[src/rtl/steer_en_hyst.sv]
// rtl/steer_en_hyst.sv - rider-detect / steering-enable controller with weight hysteresis
// Registered load-cell inputs feed a 3-state FSM with a saturating settle timer and step-off debounce.
module steer_en_hyst #(
  parameter int LD_W         = 12,
  parameter int TMR_W        = 26,
  parameter int SETTLE_CNT   = 65000000,
  parameter int MIN_WT       = 'h200,
  parameter int HYST         = 'h020,
  parameter int SETTLE_SHIFT = 2,
  parameter int OFF_SHIFT    = 4,
  parameter int OFF_DBNC     = 4
) (
  input  logic            clk,
  input  logic            rst_n,
  input  logic            en,
  input  logic [LD_W-1:0] lft_ld,
  input  logic [LD_W-1:0] rght_ld,
  output logic [LD_W-1:0] ld_cell_diff,
  output logic            en_steer,
  output logic            rider_off,
  output logic [1:0]      state_o
);

  // Comparison width holds sum*(2^OFF_SHIFT-1) and diff shifted by either amount.
  localparam int CMP_W = LD_W + 2 + OFF_SHIFT + SETTLE_SHIFT;
  localparam int DB_W  = $clog2(OFF_DBNC + 1);

  localparam logic [CMP_W-1:0] ON_TH   = CMP_W'(MIN_WT + HYST);
  localparam logic [CMP_W-1:0] OFF_TH  = CMP_W'(MIN_WT - HYST);
  localparam logic [CMP_W-1:0] OFF_MUL = CMP_W'((1 << OFF_SHIFT) - 1);
  localparam logic [TMR_W-1:0] TMR_MAX = TMR_W'(SETTLE_CNT);
  localparam logic [DB_W-1:0]  DB_MAX  = DB_W'(OFF_DBNC);

  typedef enum logic [1:0] {
    IDLE  = 2'd0,
    WAIT  = 2'd1,
    STEER = 2'd2
  } state_t;

  state_t            state, nxt;
  logic [LD_W-1:0]   l_q, r_q;
  logic [LD_W:0]     sum;
  logic [LD_W-1:0]   diff;
  logic [CMP_W-1:0]  sum_c, diff_c;
  logic              on_wt, off_wt, settled, step_off;
  logic [TMR_W-1:0]  tmr;
  logic              tmr_full, clr_tmr;
  logic [DB_W-1:0]   dbnc, dbnc_inc;
  logic              dbnc_hit, off_pulse;

  always_ff @(posedge clk or negedge rst_n) begin
    if (!rst_n) begin
      l_q <= '0;
      r_q <= '0;
    end else begin
      l_q <= lft_ld;
      r_q <= rght_ld;
    end
  end

  assign sum    = {1'b0, l_q} + {1'b0, r_q};
  assign diff   = (l_q >= r_q) ? (l_q - r_q) : (r_q - l_q);
  assign sum_c  = CMP_W'(sum);
  assign diff_c = CMP_W'(diff);

  assign on_wt    = (sum_c >= ON_TH);
  assign off_wt   = (sum_c < OFF_TH);
  assign settled  = ((diff_c << SETTLE_SHIFT) <= sum_c);
  assign step_off = ((diff_c << OFF_SHIFT) > (sum_c * OFF_MUL));

  assign tmr_full = (tmr == TMR_MAX);
  assign dbnc_inc = (dbnc == DB_MAX) ? dbnc : dbnc + 1'b1;
  // Count includes the current sample, so the OFF_DBNC-th step-off cycle triggers the exit.
  assign dbnc_hit = step_off && (dbnc_inc == DB_MAX);

  always_comb begin
    nxt       = state;
    clr_tmr   = 1'b0;
    off_pulse = 1'b0;
    if (!en) begin
      nxt     = IDLE;
      clr_tmr = 1'b1;
    end else begin
      case (state)
        IDLE: begin
          if (on_wt) begin
            nxt     = WAIT;
            clr_tmr = 1'b1;
          end
        end
        WAIT: begin
          if (off_wt) begin
            nxt       = IDLE;
            off_pulse = 1'b1;
          end else if (!settled) begin
            clr_tmr = 1'b1;
          end else if (tmr_full) begin
            nxt = STEER;
          end
        end
        STEER: begin
          if (off_wt) begin
            nxt       = IDLE;
            off_pulse = 1'b1;
          end else if (dbnc_hit) begin
            nxt     = WAIT;
            clr_tmr = 1'b1;
          end
        end
        default: nxt = IDLE;
      endcase
    end
  end

  always_ff @(posedge clk or negedge rst_n) begin
    if (!rst_n) begin
      state        <= IDLE;
      tmr          <= '0;
      dbnc         <= '0;
      ld_cell_diff <= '0;
      en_steer     <= 1'b0;
      rider_off    <= 1'b0;
    end else begin
      state        <= nxt;
      ld_cell_diff <= diff;
      en_steer     <= (nxt == STEER);
      rider_off    <= off_pulse;
      if (clr_tmr)
        tmr <= '0;
      else if (!tmr_full)
        tmr <= tmr + 1'b1;
      if (!en || state != STEER || !step_off)
        dbnc <= '0;
      else
        dbnc <= dbnc_inc;
    end
  end

  assign state_o = state;

endmodule

[config.mk]
export PLATFORM = sky130hd
export DESIGN_NAME = steer_en_hyst
export DESIGN_NICKNAME = d
export VERILOG_FILES = /design/src/rtl/steer_en_hyst.sv
export SDC_FILE = /design/constraint.sdc
export NUM_CORES = 1
export LEC_CHECK = 0
export CAP_MARGIN = 20
export CORE_ASPECT_RATIO = 2
export CORE_MARGIN = 1
export CORE_UTILIZATION = 45
export DETAILED_ROUTE_END_ITERATION = 6
export PLACE_DENSITY_LB_ADDON = 0.15
export REMOVE_ABC_BUFFERS = 1
export SLEW_MARGIN = 25
export SYNTH_ARGS = -nofsm -noshare
export SYNTH_HDL_FRONTEND = slang
export SYNTH_SLANG_ARGS = --single-unit
[constraint.sdc]
create_clock -name clk -period 8.9 [get_ports clk]
set_input_delay 0.89 -clock clk [delete_from_list [all_inputs] [get_ports clk]]
set_output_delay 0.89 -clock clk [all_outputs]
set_load 0.01 [all_outputs]
Yosys cells after proc, flatten, opt, wreduce, memory -nomap -nowiden:

Index checks and enable logic that the tools add are counted.

* input port bits: 27
* logic and storage cells: 57
* memories: 0
* bits in read-only memories: 0
* latch bits: 0
* RAM bits: 0
* flip-flop bits (word level): 69

* $lt $le $gt $ge: 5
* multiply operators: 1
* reductions and logical operators: 7
* divide/modulo/power cells: 0
* eq/ne operators: 8
* add/subtract/negate cells: 5
* muxes and demuxes: 23
* bitwise operators: 0
* shift operators: 0

Operators by type and width (number)
* $mux W26: 2
* $add A26 B1 Y26 const B: 1
* $eq A26 B26 Y1 const B: 1
* $sub A12 B12 Y12: 2
* $gt A16 B17 Y1: 1
* $mul A13 B4 Y17 const B: 1
* $le A14 B13 Y1: 1
* $mux W2: 7
* $add A12 B12 Y13: 1
* $ge A13 B10 Y1 const B: 1
* $lt A13 B9 Y1 const B: 1
* $ge A12 B12 Y1: 1
* $mux W12: 1
* $mux W1: 9
* $eq A3 B3 Y1 const B: 2
* $mux W3: 2
* $pmux W2 S3: 1
* $eq A2 B2 Y1 const B: 2
* $add A3 B1 Y3 const B: 1
* $pmux W1 S3: 1
* $eq A2 B1 Y1 const B: 1
* $logic_not A1 Y1: 2
* $logic_not A2 Y1: 1
* $logic_or A1 B1 Y1: 2
* other kinds (4): 4

Longest topological paths before layout:

Gate-level depths: netlist of the first run.

* depth in word-level cells: 9
* gate-level depth with buffers: 34
* depth with buffers taken out: 32

Least setup slack after synthesis of the first run:

No wires, ideal clock.

* path type: reg-to-reg
* start: reg l_q[1]
* end: reg state[0], in the netlist state_o[0]
* slack: 2338 ps
* library setup time: 82 ps
* arrival time: 6480 ps
* stages on the path, launching flop included: 32
* clock period less this slack: 6562 ps
* cell sequence: dfrtp_1 > inv_1 > ha_1 > nor2b_1 > nor2_1 > nor2_1 > nor2_1 > xnor2_1 > fa_1 > fa_1 > inv_1 > ha_1 > a21oi_1 > o21bai_1 > a21oi_1 > o21bai_1 > a21oi_1 > o21bai_1 > a2111oi_0 > nor2_1 > xnor2_1 > ha_1 > o21ai_0 > nand2b_1 > a21oi_1 > a41o_1 > a31oi_1 > nand2_1 > nor3b_1 > o21a_1 > or4b_1 > a31oi_1

* word-level cells in the longest chain between the ends: 8
* elaborated cells on any way between the ends: 18
* those cells by class: add/sub: 3; mul: 1; order compare: 5; mux: 8; reduce/logical: 1

Ends and longest elaborated chain
* start: declaration: RTL line 41 `logic [LD_W-1:0] l_q, r_q;`
* start signal: assignment: RTL line 56 `l_q <= lft_ld;`
* $add A12 B12 Y13, or another cell as far along: RTL line 61 `assign sum = {1'b0, l_q} + {1'b0, r_q};`
* $mul A13 B4 Y17 / $mux W12 (equally long branches): RTL line 69, 62
* $gt A16 B17 Y1: RTL line 69 `assign step_off = ((diff_c << OFF_SHIFT) > (sum_c * OFF_MUL));`
* $logic_and A1 B1 Y1: RTL line 74 `assign dbnc_hit = step_off && (dbnc_inc == DB_MAX);`
* $mux W2: RTL line 105 `end else if (dbnc_hit) begin`
* $mux W2: RTL line 102 `if (off_wt) begin`
* $pmux W2 S3 (*): RTL line 84 `case (state)`
* $mux W2 (*): RTL line 80 `if (!en) begin`
* via nxt[0]: RTL line 40 `state_t state, nxt;`
* end signal: assignment: RTL line 124 `state <= nxt;`
* end: declaration: RTL line 40

The timed path passes the listed nets; every way through them passes the cells marked *.
A chain may end at the register's enable or synchronous reset.

Worst setup path after layout of the first run:

* start: reg l_q[2]
* end: reg tmr[0]

* word-level cells in the longest chain between the ends: 9
* elaborated cells on any way between the ends: 20
* those cells by class: add/sub: 3; mul: 1; order compare: 5; eq/ne: 1; mux: 9; reduce/logical: 1

Ends and longest elaborated chain
* $add A12 B12 Y13, or another cell as far along: RTL line 61
* $mul A13 B4 Y17 / $mux W12 (equally long branches): RTL line 69, 62
* $gt A16 B17 Y1: RTL line 69
* $logic_and A1 B1 Y1: RTL line 74
* $mux W1: RTL line 105
* $mux W1: RTL line 102
* $pmux W1 S3 (*): RTL line 84
* $mux W1 (*): RTL line 80
* $ne A2 B1 Y1 (no source line) / $mux W26 (equally long branches)
* end signal: assignment: RTL line 131 `tmr <= tmr + 1'b1;`
* end: declaration: RTL line 46 `logic [TMR_W-1:0] tmr;`

Mark *: on every way between the ends. The rest lies on a longest branch, timed or not.

==> impl_metrics.csv, run 1 <==
group,metric,value,unit
sta,setup_tns,0,ns
synthesis,ys_top_cells_by_area,"dfrtp_1 25%, ha_1 16%, xnor2_1 5.5%, inv_1 4.6%, fa_1 4.6%",
clocking,clkSinkCount,69,
power_and_ir_drop,peakVddDrop,147,uV
clocking,cts_resized,0,
clocking,path_clk_slew,0.06,ns
synthesis,synth.lib_cells_used.distinct,81,
sta,hold_viol,0,
power_and_ir_drop,p_sw,0.000981,W
critical_path,cp-end-kind,"flop",
floorplan,start_util,0.460,
global_routing,gr-total-overflow,0,
routing,via_count,6012,
sta,final_max_slew_viol_count,0,
global_routing,grt_pass1_wl,30.3,mm
cells_and_area,antenna_cells,0,
synthesis,ys_seq_elements,69,
sta,finalCritPeriodShare,0.847,
cells_and_area,drive_gt1_frac,0.0896,
floorplan,die_h,178,um
critical_path,cp_max_fo,26,
critical_path,critPathMaxStageDelay,0.59,ns
synthesis,postSynthAreaPerCell,8.83,sq um
cells_and_area,final.fill_count,1470,
sta,finalWorstSetupSlack,1.36,ns
cells_and_area,nets,966,
critical_path,cp-start-kind,"flop",
floorplan,num_io_pins,43,
floorplan,core,0.0152,sq mm
routing,postRouteAntennaNets,0,
power_and_ir_drop,powerDensity,276,mW/mm^2
sta,relSlewSlack,0.349,
routing,drt_iter0_markers,288,
place,pre_cts_ws,1.09,ns
synthesis,yosys.area.top_type,"dfrtp_1",
routing,route.detailed.drc,0,
cells_and_area,multi_input_comb_area,0.00486,sq mm
synthesis,async_reset_ff_frac,1.00,
power_and_ir_drop,seqPwrFrac,0.158,
global_routing,grt_pass1_vias,6309,
sta,tightest_slew,0.976,ns
critical_path,worstPathArrival,7.77,ns
clocking,cts_buffer_depth,2,
global_routing,antenna_found_initial,0,
floorplan,rows,64,
sta,rsz0062_at_grt,"no",
place,globalplace.congestion,0.861,
critical_path,slowest_stage,"ha_1",
status,outcome,"completed",
synthesis,synth_commonest_cells,"91 x ha_1, 86 x inv_1, 69 x dfrtp_1",
power_and_ir_drop,power.leakage,3.53,nW
floorplan,fp.dieW,90.2,um
critical_path,cp_common_cell,"a21oi_1",
clocking,cts_tree,"yes",
synthesis,synthCells,793,
place,port-buffer-count,42,
sta,fin_worst_skew,0.0102,ns
routing,dr.pass1.iters,4,
clocking,cts_root_buffer,"clkbuf_16",
power_and_ir_drop,p_int,0.00121,W
sta,fin_crit,7.54,ns
synthesis,synth_top_area_frac,0.246,
clocking,htree_levels,3,
sta,setup_viol,0,
clocking,cts_buffers,9,
routing,viasPerCell,5.81,
floorplan,die_area,0.0161,sq mm
clocking,clk_latency,0.36,ns
flow_run,max_cap_violations,0,
critical_path,crit_type,"reg2reg",
synthesis,syn_area,0.00701,sq mm
power_and_ir_drop,clockPowerShare,0.187,
synthesis,synth_most_common_cell,"ha_1",
power_and_ir_drop,pwr-share-comb,0.655,
place,dp_hpwl,14.4,mm
synthesis,yosysSeqAreaShare,0.246,
clocking,post_cts.repair.setup_buffers,0,
cells_and_area,syn_to_final_growth,13.5,%
cells_and_area,seq_area,0.00173,sq mm
global_routing,grt_max_degree,70,
power_and_ir_drop,p_sw_frac,0.448,
global_routing,grtUsageTotal,0.241,
clocking,hold_buffers,0,
routing,wl,18.3,mm
routing,wire_per_inst,17.7,um
sta,max_freq,133,MHz
synthesis,synth_edf_count,0,
critical_path,required,9.13,ns
synthesis,ys_warn_count,0,
synthesis,ys.flop_type,"dfrtp_1",
min_path,hold_class,"reg2reg",
[per-layer routing]
metal / up-vias / share of wire / GRT usage
li1: 2908 / - / -
met1: 2950 / 0.36 / 0.222
met2: 109 / 0.58 / 0.493
met3: 45 / 0.019 / 0.0328
met4: 0 / 0.044 / 0.134
met5: - / 0 / 0
[critical path, delay by kind of cell (launching register included)]
family                   cells  cell delay [ns]
AO/OA/AOI/OAI               13             2.32
AND/OR/NAND/NOR              8             1.93
adder cells (fa/ha/maj)      4             1.81
XOR/XNOR                     2             0.57
flip-flops                   1             0.38
buffers and inverters        3             0.38
[cells in the final DEF, fill, tap and decap left out, types with 8 or more instances in the layout]
cell / count
nand2_1: 61
ha_1: 91
nor2b_1: 9
and3_1: 8
xnor2_1: 44
dfrtp_1: 69
inv_1: 86
nor2_1: 26
clkdlybuf4s50_1: 41
a211oi_1: 8
a21oi_1: 47
nor4_1: 9
fa_1: 16
xor2_1: 14
a21o_1: 11
clkbuf_16: 9
o21ai_2: 21
nand4_1: 9
nor3_1: 22
nand2b_1: 11
o21ai_0: 37
nand3_1: 47
[state kept, by name (all words and copies together), names as in the netlist]
register      cells
en_steer          1
state_o           2
tmr              26
l_q              12
ld_cell_diff     12
rider_off         1
dbnc              3
r_q              12
[cells by family (layout without fill, tap and decap cells)]
kind of cell	Yosys count	after routing	share of synthesized area
flops	69	69	0.246
compound gates	191	191	0.200
simple gates	247	247	0.191
fa+ha+maj	112	112	0.215
xor+xnor	58	58	0.0725
mux	8	8	0.0120
buf+inv	108	152	0.0629
[final timing paths]
| kind | startpoint | endpoint | slack, ns | cells after the start |
|---|---|---|---|---|
| worst max-delay path | l_q[2] | tmr[0] | 1.36 | 30 |
| worst min-delay path | tmr[18] | tmr[18] | 0.60 | 3 |
| worst max register to register | l_q[2] | tmr[0] | 1.36 | 30 |
| worst min register to register | tmr[18] | tmr[18] | 0.60 | 3 |
| max in group asynchronous | rst_n | ld_cell_diff[10] | 7.57 | 2 |
| min in group asynchronous | rst_n | ld_cell_diff[6] | 0.73 | 2 |
[layout make-up]
class	count	share of cell area
tap	198	0.0312
sequential	69	0.217
multi-input combinational	616	0.611
clock buffer	9	0.0283
clock inverter	7	0.0132
inverter	89	0.0420
timing repair buffer	47	0.0570
[power by group through the flow]
stage | logic [W] | clock network, W | registers, W
final | 0.00144 | 0.000409 | 0.000347
after floorplan | 0.00107 | 0 | 0.000359
after global placement | 0.00137 | 0 | 0.000353
after detailed placement | 0.00142 | 0 | 0.000354
after global routing | 0.00164 | 0.000429 | 0.000350
after CTS | 0.00144 | 0.000416 | 0.000348
[through the flow]
stage / util / hold WS (ns) / total power, W / cells / instance area (sq um)
6_report: 0.522 / 0.600 / 0.00219 / 1035 / 7950
5_1_grt: 0.522 / 0.643 / 0.00242 / 1035 / 7950
4_1_cts: 0.522 / 0.603 / 0.00220 / 1035 / 7940
3_5_place_dp: 0.500 / 0.591 / 0.00178 / 1019 / 7610
3_3_place_gp: 0.500 / 0.592 / 0.00173 / 1019 / 7600
2_1_floorplan: - / 0.568 / 0.00143 / 774 / 6900
No activity file was read; power rests on OpenSTA's default activity.
==> inputs of run 2 (changes only) <==
==> constraint.sdc (replaced) <==
create_clock -name clk -period 7.4 [get_ports clk]
set_input_delay 0.74 -clock clk [delete_from_list [all_inputs] [get_ports clk]]
set_output_delay 0.74 -clock clk [all_outputs]
set_load 0.01 [all_outputs]
==> run 2 against run 1 <==
  * Die area did not move
  * First-iteration DRC count down 1.0%
  * Setup slack got worse by 0.96 ns
  * Combinational power rose by 24%
  * Largest cell class unchanged
  * Core utilization is 0.44 points higher
  * Final area grew 0.85%
  * Critical endpoint is now state_o[0]
  * Final cell count increased by 0.77%
  * Worst hold slack got worse by 0.0054 ns
  * Maximum frequency rose by 7.7%
  * Sequential share of layout area fell by 0.17 points
  * Clock power is 7.6% higher
==> impl_metrics.csv, run 2 (synthesis gave the netlist of run 1 again) <==
group,metric,value,unit
critical_path,slowest_stage,"a211oi_1",
routing,drt_iter0_markers,285,
place,pre_cts_ws,0.197,ns
cells_and_area,antenna_cells,0,
cells_and_area,seq_area,0.00173,sq mm
clocking,cts_root_buffer,"clkbuf_16",
clocking,cts_buffer_depth,2,
sta,finalCritPeriodShare,0.947,
sta,relSlewSlack,0.387,
cells_and_area,layout_common_cells,"91 x ha_1, 85 x inv_1, 68 x dfrtp_1",
sta,hold_viol,0,
floorplan,fp.dieW,90.2,um
flow_run,max_cap_violations,0,
clocking,path_clk_slew,0.06,ns
clocking,cts_buffers,9,
power_and_ir_drop,powerDensity,329,mW/mm^2
sta,max_freq,143,MHz
sta,tightest_slew,0.919,ns
critical_path,critPathLaunch,"l_q[0]",
clocking,hold_buffers,0,
routing,postRouteAntennaNets,0,
routing,wl,18.6,mm
critical_path,required,7.66,ns
critical_path,worstPathArrival,7.26,ns
cells_and_area,final_common_cell,"ha_1",
routing,dr.pass1.iters,5,
critical_path,crit_family,"compound AO/OA/AOI/OAI gates",
global_routing,grt_max_degree,70,
sta,final_max_slew_viol_count,0,
global_routing,grt_pass1_wl,30.2,mm
floorplan,start_util,0.460,
cells_and_area,regMostFlops,"tmr",
critical_path,worstPathBufferInverterCount,2,
power_and_ir_drop,peakVddDrop,243,uV
place,dp_hpwl,14.5,mm
power_and_ir_drop,p_sw,0.00119,W
floorplan,die_area,0.0161,sq mm
global_routing,grt_pass1_vias,6327,
critical_path,timing.rr.start,"l_q[0]",
routing,wire_per_inst,17.9,um
critical_path,ff2ff_setup_slack,0.40,ns
floorplan,rows,64,
global_routing,grtUsageTotal,0.242,
power_and_ir_drop,p_int,0.00144,W
place,placed_cells,1026,
critical_path,cp-end-kind,"flop",
routing,via_count,6103,
critical_path,cp_max_fo,8,
power_and_ir_drop,pwr-share-comb,0.674,
clocking,cts_tree,"yes",
cells_and_area,final.fill_count,1444,
routing,viasPerCell,5.85,
critical_path,cp-start-kind,"flop",
sta,fin_worst_skew,0.00782,ns
clocking,post_cts.repair.setup_buffers,0,
floorplan,die_h,178,um
floorplan,core,0.0152,sq mm
clocking,clkSinkCount,69,
power_and_ir_drop,seqPwrFrac,0.159,
cells_and_area,drive_gt1_frac,0.104,
sta,finalWorstSetupSlack,0.395,ns
global_routing,gr-total-overflow,0,
cells_and_area,nets,974,
sta,setup_viol,0,
clocking,clk_latency,0.35,ns
min_path,hold_class,"in2async",
sta,fin_crit,7.00,ns
routing,route.detailed.drc,0,
status,outcome,"completed",
cells_and_area,largest_reg_flops,26,
clocking,htree_levels,3,
critical_path,critPathMaxStageDelay,0.61,ns
place,globalplace.congestion,0.854,
floorplan,num_io_pins,43,
cells_and_area,multi_input_comb_area,0.00490,sq mm
cells_and_area,syn_to_final_growth,14.4,%
cells_and_area,final_core_util,0.527,
critical_path,crit_type,"reg2reg",
power_and_ir_drop,power.leakage,3.56,nW
place,port-buffer-count,42,
global_routing,antenna_found_initial,0,
power_and_ir_drop,p_sw_frac,0.453,
power_and_ir_drop,clockPowerShare,0.167,
cells_and_area,instances_no_fill,1043,
run 2: cell count changes in the layout (fill, tap and decap cells not counted), sizes merged:
cell | before | now
buf | 6 | 14
bufinv | 2 | 1
clkbuf | 9 | 12
clkinv | 1 | 3
clkinvlp | 1 | 0
inv | 92 | 89
run 2: cell type report:
class	instances	share of cell area
flip-flops and latches	69	0.216
well taps	198	0.0309
inverters	89	0.0417
multi-input cells	616	0.612
clock buffers	12	0.0295
repair buffers	55	0.0645
clock inverters	4	0.00609
run 2: repair_timing:
action	in CTS	in global routing
hold endpoints to repair	0	0
resized for setup	0	12
setup endpoints to repair	0	28
run 2: stage by stage:
step | TNS, ns | hold slack [ns] | power (W) | cell area [sq um]
2_1_floorplan | 0 | 0.444 | 0.00172 | 6900
3_3_place_gp | 0 | 0.586 | 0.00210 | 7650
3_5_place_dp | 0 | 0.615 | 0.00215 | 7660
4_1_cts | 0 | 0.627 | 0.00261 | 7950
5_1_grt | -0.0329 | 0.668 | 0.00291 | 8020
6_report | 0 | 0.595 | 0.00264 | 8020
run 2: worst paths after layout:
kind | to | cells after the start
min reg2reg | tmr[18] | 3
max | state_o[0] | 27
max in group asynchronous | dbnc[2] | 2
max reg2reg | state_o[0] | 27
min in group clk | tmr[18] | 3
min | r_q[0] | 2
run 2: power by group through the flow:
stage	combinational (W)	sequential, W	clock (W)
4_1_cts	0.00174	0.000419	0.000450
2_1_floorplan	0.00129	0.000432	0
6_report	0.00178	0.000419	0.000440
3_3_place_gp	0.00167	0.000425	0
3_5_place_dp	0.00172	0.000426	0
5_1_grt	0.00202	0.000422	0.000461
run 2: metal layers:
metal / vias up / share of wire / GRT usage
li1: 2926 / - / -
met1: 2986 / 0.35 / 0.218
met2: 140 / 0.58 / 0.500
met3: 51 / 0.023 / 0.0298
met4: 0 / 0.047 / 0.140
met5: - / 0 / 0
==> inputs of run 3 (changes only) <==
--- a/config.mk
+++ b/config.mk
@@ -11,7 +11,6 @@
 export CORE_UTILIZATION = 45
 export DETAILED_ROUTE_END_ITERATION = 6
 export PLACE_DENSITY_LB_ADDON = 0.15
-export REMOVE_ABC_BUFFERS = 1
 export SLEW_MARGIN = 25
 export SYNTH_ARGS = -nofsm -noshare
 export SYNTH_HDL_FRONTEND = slang
==> run 3 against run 2 <==
  * Global-route usage fell by 0.44 points
  * Via count fell by 1.0%
  * Final area fell by 0.47%
  * Core utilization fell by 0.25 points
  * Final cell count fell by 0.19%
  * Count of clock-buffer cells in the layout fell by 2
  * Wire length fell by 1.3%
  * Combinational power barely moved
  * Die area did not move
  * Setup slack got worse by 0.0077 ns
  * Clock skew rose by 0.0075 ns
  * Largest cell class unchanged
  * Highest routed layer unchanged
==> impl_metrics.csv, run 3 (synthesis gave the netlist of run 1 again) <==
group,metric,value,unit
clocking,cts_root_buffer,"clkbuf_16",
power_and_ir_drop,powerDensity,329,mW/mm^2
critical_path,crit_end,"state_o[0]",
global_routing,gr-total-overflow,0,
critical_path,crit_family,"simple AND/OR/NAND/NOR gates",
cells_and_area,largest_reg_flops,26,
critical_path,timing.rr.start,"l_q[1]",
critical_path,crit_cells,26,
sta,fin_crit,7.01,ns
flow_run,max_cap_violations,0,
sta,final_max_slew_viol_count,0,
clocking,cts_buffers,9,
status,outcome,"completed",
floorplan,fp.dieW,90.2,um
sta,relSlewSlack,0.320,
critical_path,reg2regPathDepth,26,
power_and_ir_drop,peakVddDrop,202,uV
cells_and_area,instances_no_fill,1041,
routing,viasPerCell,5.80,
clocking,htree_levels,3,
cells_and_area,layout_common_cells,"90 x ha_1, 86 x inv_1, 69 x dfrtp_1",
critical_path,cp-end-kind,"flop",
cells_and_area,syn_to_final_growth,13.9,%
sta,finalCritPeriodShare,0.948,
sta,max_freq,143,MHz
global_routing,busiest_layer,"met2",
routing,wire_per_inst,17.7,um
floorplan,rows,64,
critical_path,slowest_stage,"nor3_2",
sta,hold_viol,0,
routing,route.detailed.drc,0,
global_routing,grt_pass1_wl,30.1,mm
routing,postRouteAntennaNets,0,
min_path,hold_class,"in2async",
sta,tightest_slew,1.02,ns
critical_path,cp-start-kind,"flop",
floorplan,core,0.0152,sq mm
place,port-buffer-count,42,
critical_path,worstPathBufferInverterCount,2,
critical_path,critPathLaunch,"l_q[1]",
routing,wl,18.4,mm
cells_and_area,regMostFlops,"tmr",
cells_and_area,drive_gt1_frac,0.103,
clocking,cts_tree,"yes",
critical_path,crit_type,"reg2reg",
critical_path,cp_common_cell,"xor2_1",
critical_path,critPathMaxStageDelay,0.54,ns
clocking,clkSinkCount,69,
routing,dr.pass1.iters,5,
clocking,hold_buffers,0,
critical_path,cp_max_fo,8,
floorplan,num_io_pins,43,
global_routing,grt_pass1_vias,6448,
place,placed_cells,1025,
critical_path,required,7.65,ns
routing,drt_iter0_markers,384,
cells_and_area,antenna_cells,0,
floorplan,die_area,0.0161,sq mm
global_routing,grt_use_met2,0.492,
cells_and_area,nets,972,
floorplan,die_h,178,um
sta,holdWs,0.599,ns
routing,via_count,6042,
place,dp_hpwl,14.4,mm
sta,fin_worst_skew,0.0153,ns
global_routing,grt_max_degree,70,
cells_and_area,final_common_cell,"ha_1",
clocking,cts_buffer_depth,2,
power_and_ir_drop,power.leakage,3.55,nW
global_routing,antenna_found_initial,0,
sta,setup_viol,0,
synthesis,syn_nets,927,
critical_path,r2r-end,"state_o[0]",
clocking,clk_latency,0.35,ns
clocking,path_clk_slew,0.07,ns
critical_path,worstPathArrival,7.26,ns
global_routing,grt_use_met3,0.0251,
floorplan,start_util,0.460,
place,globalplace.congestion,0.851,
critical_path,ff2ff_setup_slack,0.39,ns
global_routing,grtUsageTotal,0.237,
global_routing,grtUsageMet1,0.212,
==> run 3: changes by cell type in the layout (fill, tap and decap cells not counted), sizes merged <==
cell / previous run / this run
clkinvlp: 0 / 1
inv: 89 / 91
buf: 14 / 12
clkbuf: 12 / 10
bufinv: 1 / 0
==> run 3: how the worst min path moves through the flow <==
| stage | endpoint | cells after the start | from |
|---|---|---|---|
| floorplan | dbnc[0] | 0 | rst_n |
| global placement | tmr[20] | 3 | tmr[20] |
| detailed placement | tmr[20] | 3 | tmr[20] |
| CTS | tmr[20] | 3 | tmr[20] |
| global route | tmr[18] | 3 | tmr[18] |
| finish | r_q[2] | 2 | rst_n |
==> run 3: what timing repair did <==
item	CTS	global route
gates resized for setup	0	11
buffers inserted	0	0
endpoints found under the setup margin	0	29
==> run 3: final cells by class <==
cell class,instances,area (sq um)
clock inverter,6,43.8
clock buffer,10,239
timing repair buffer,53,498
tap,198,248
fill,1431,7240
multi-input combinational,616,4890
sequential,69,1730
inverter,89,334
==> run 3: where the power goes <==
group,internal (W),total [W],switching (W),leakage [nW]
Sequential,0.000403,0.000418,0.0000152,0.877
Clock,0.000238,0.000423,0.000185,0.139
Combinational,0.000781,0.00178,0.00100,2.53
==> run 3: per-stage QoR <==
step	worst slack (ns)	cell area, sq um	TNS (ns)	total power, W	util
after floorplan	0.838	7010	0	0.00174	-
after global placement	0.506	7640	0	0.00209	0.502
after detailed placement	0.230	7650	0	0.00215	0.503
after CTS	0.194	7940	0	0.00259	0.522
after global routing	-0.00288	7980	-0.00288	0.00290	0.524
final	0.387	7980	0	0.00262	0.524
==> run 3: metal layers <==
| metal | share of wire | wire length [um] |
|---|---|---|
| met5 | 0 | 0 |
| met3 | 0.025 | 464 |
| met4 | 0.050 | 918 |
| met2 | 0.58 | 10600 |
| met1 | 0.35 | 6410 |
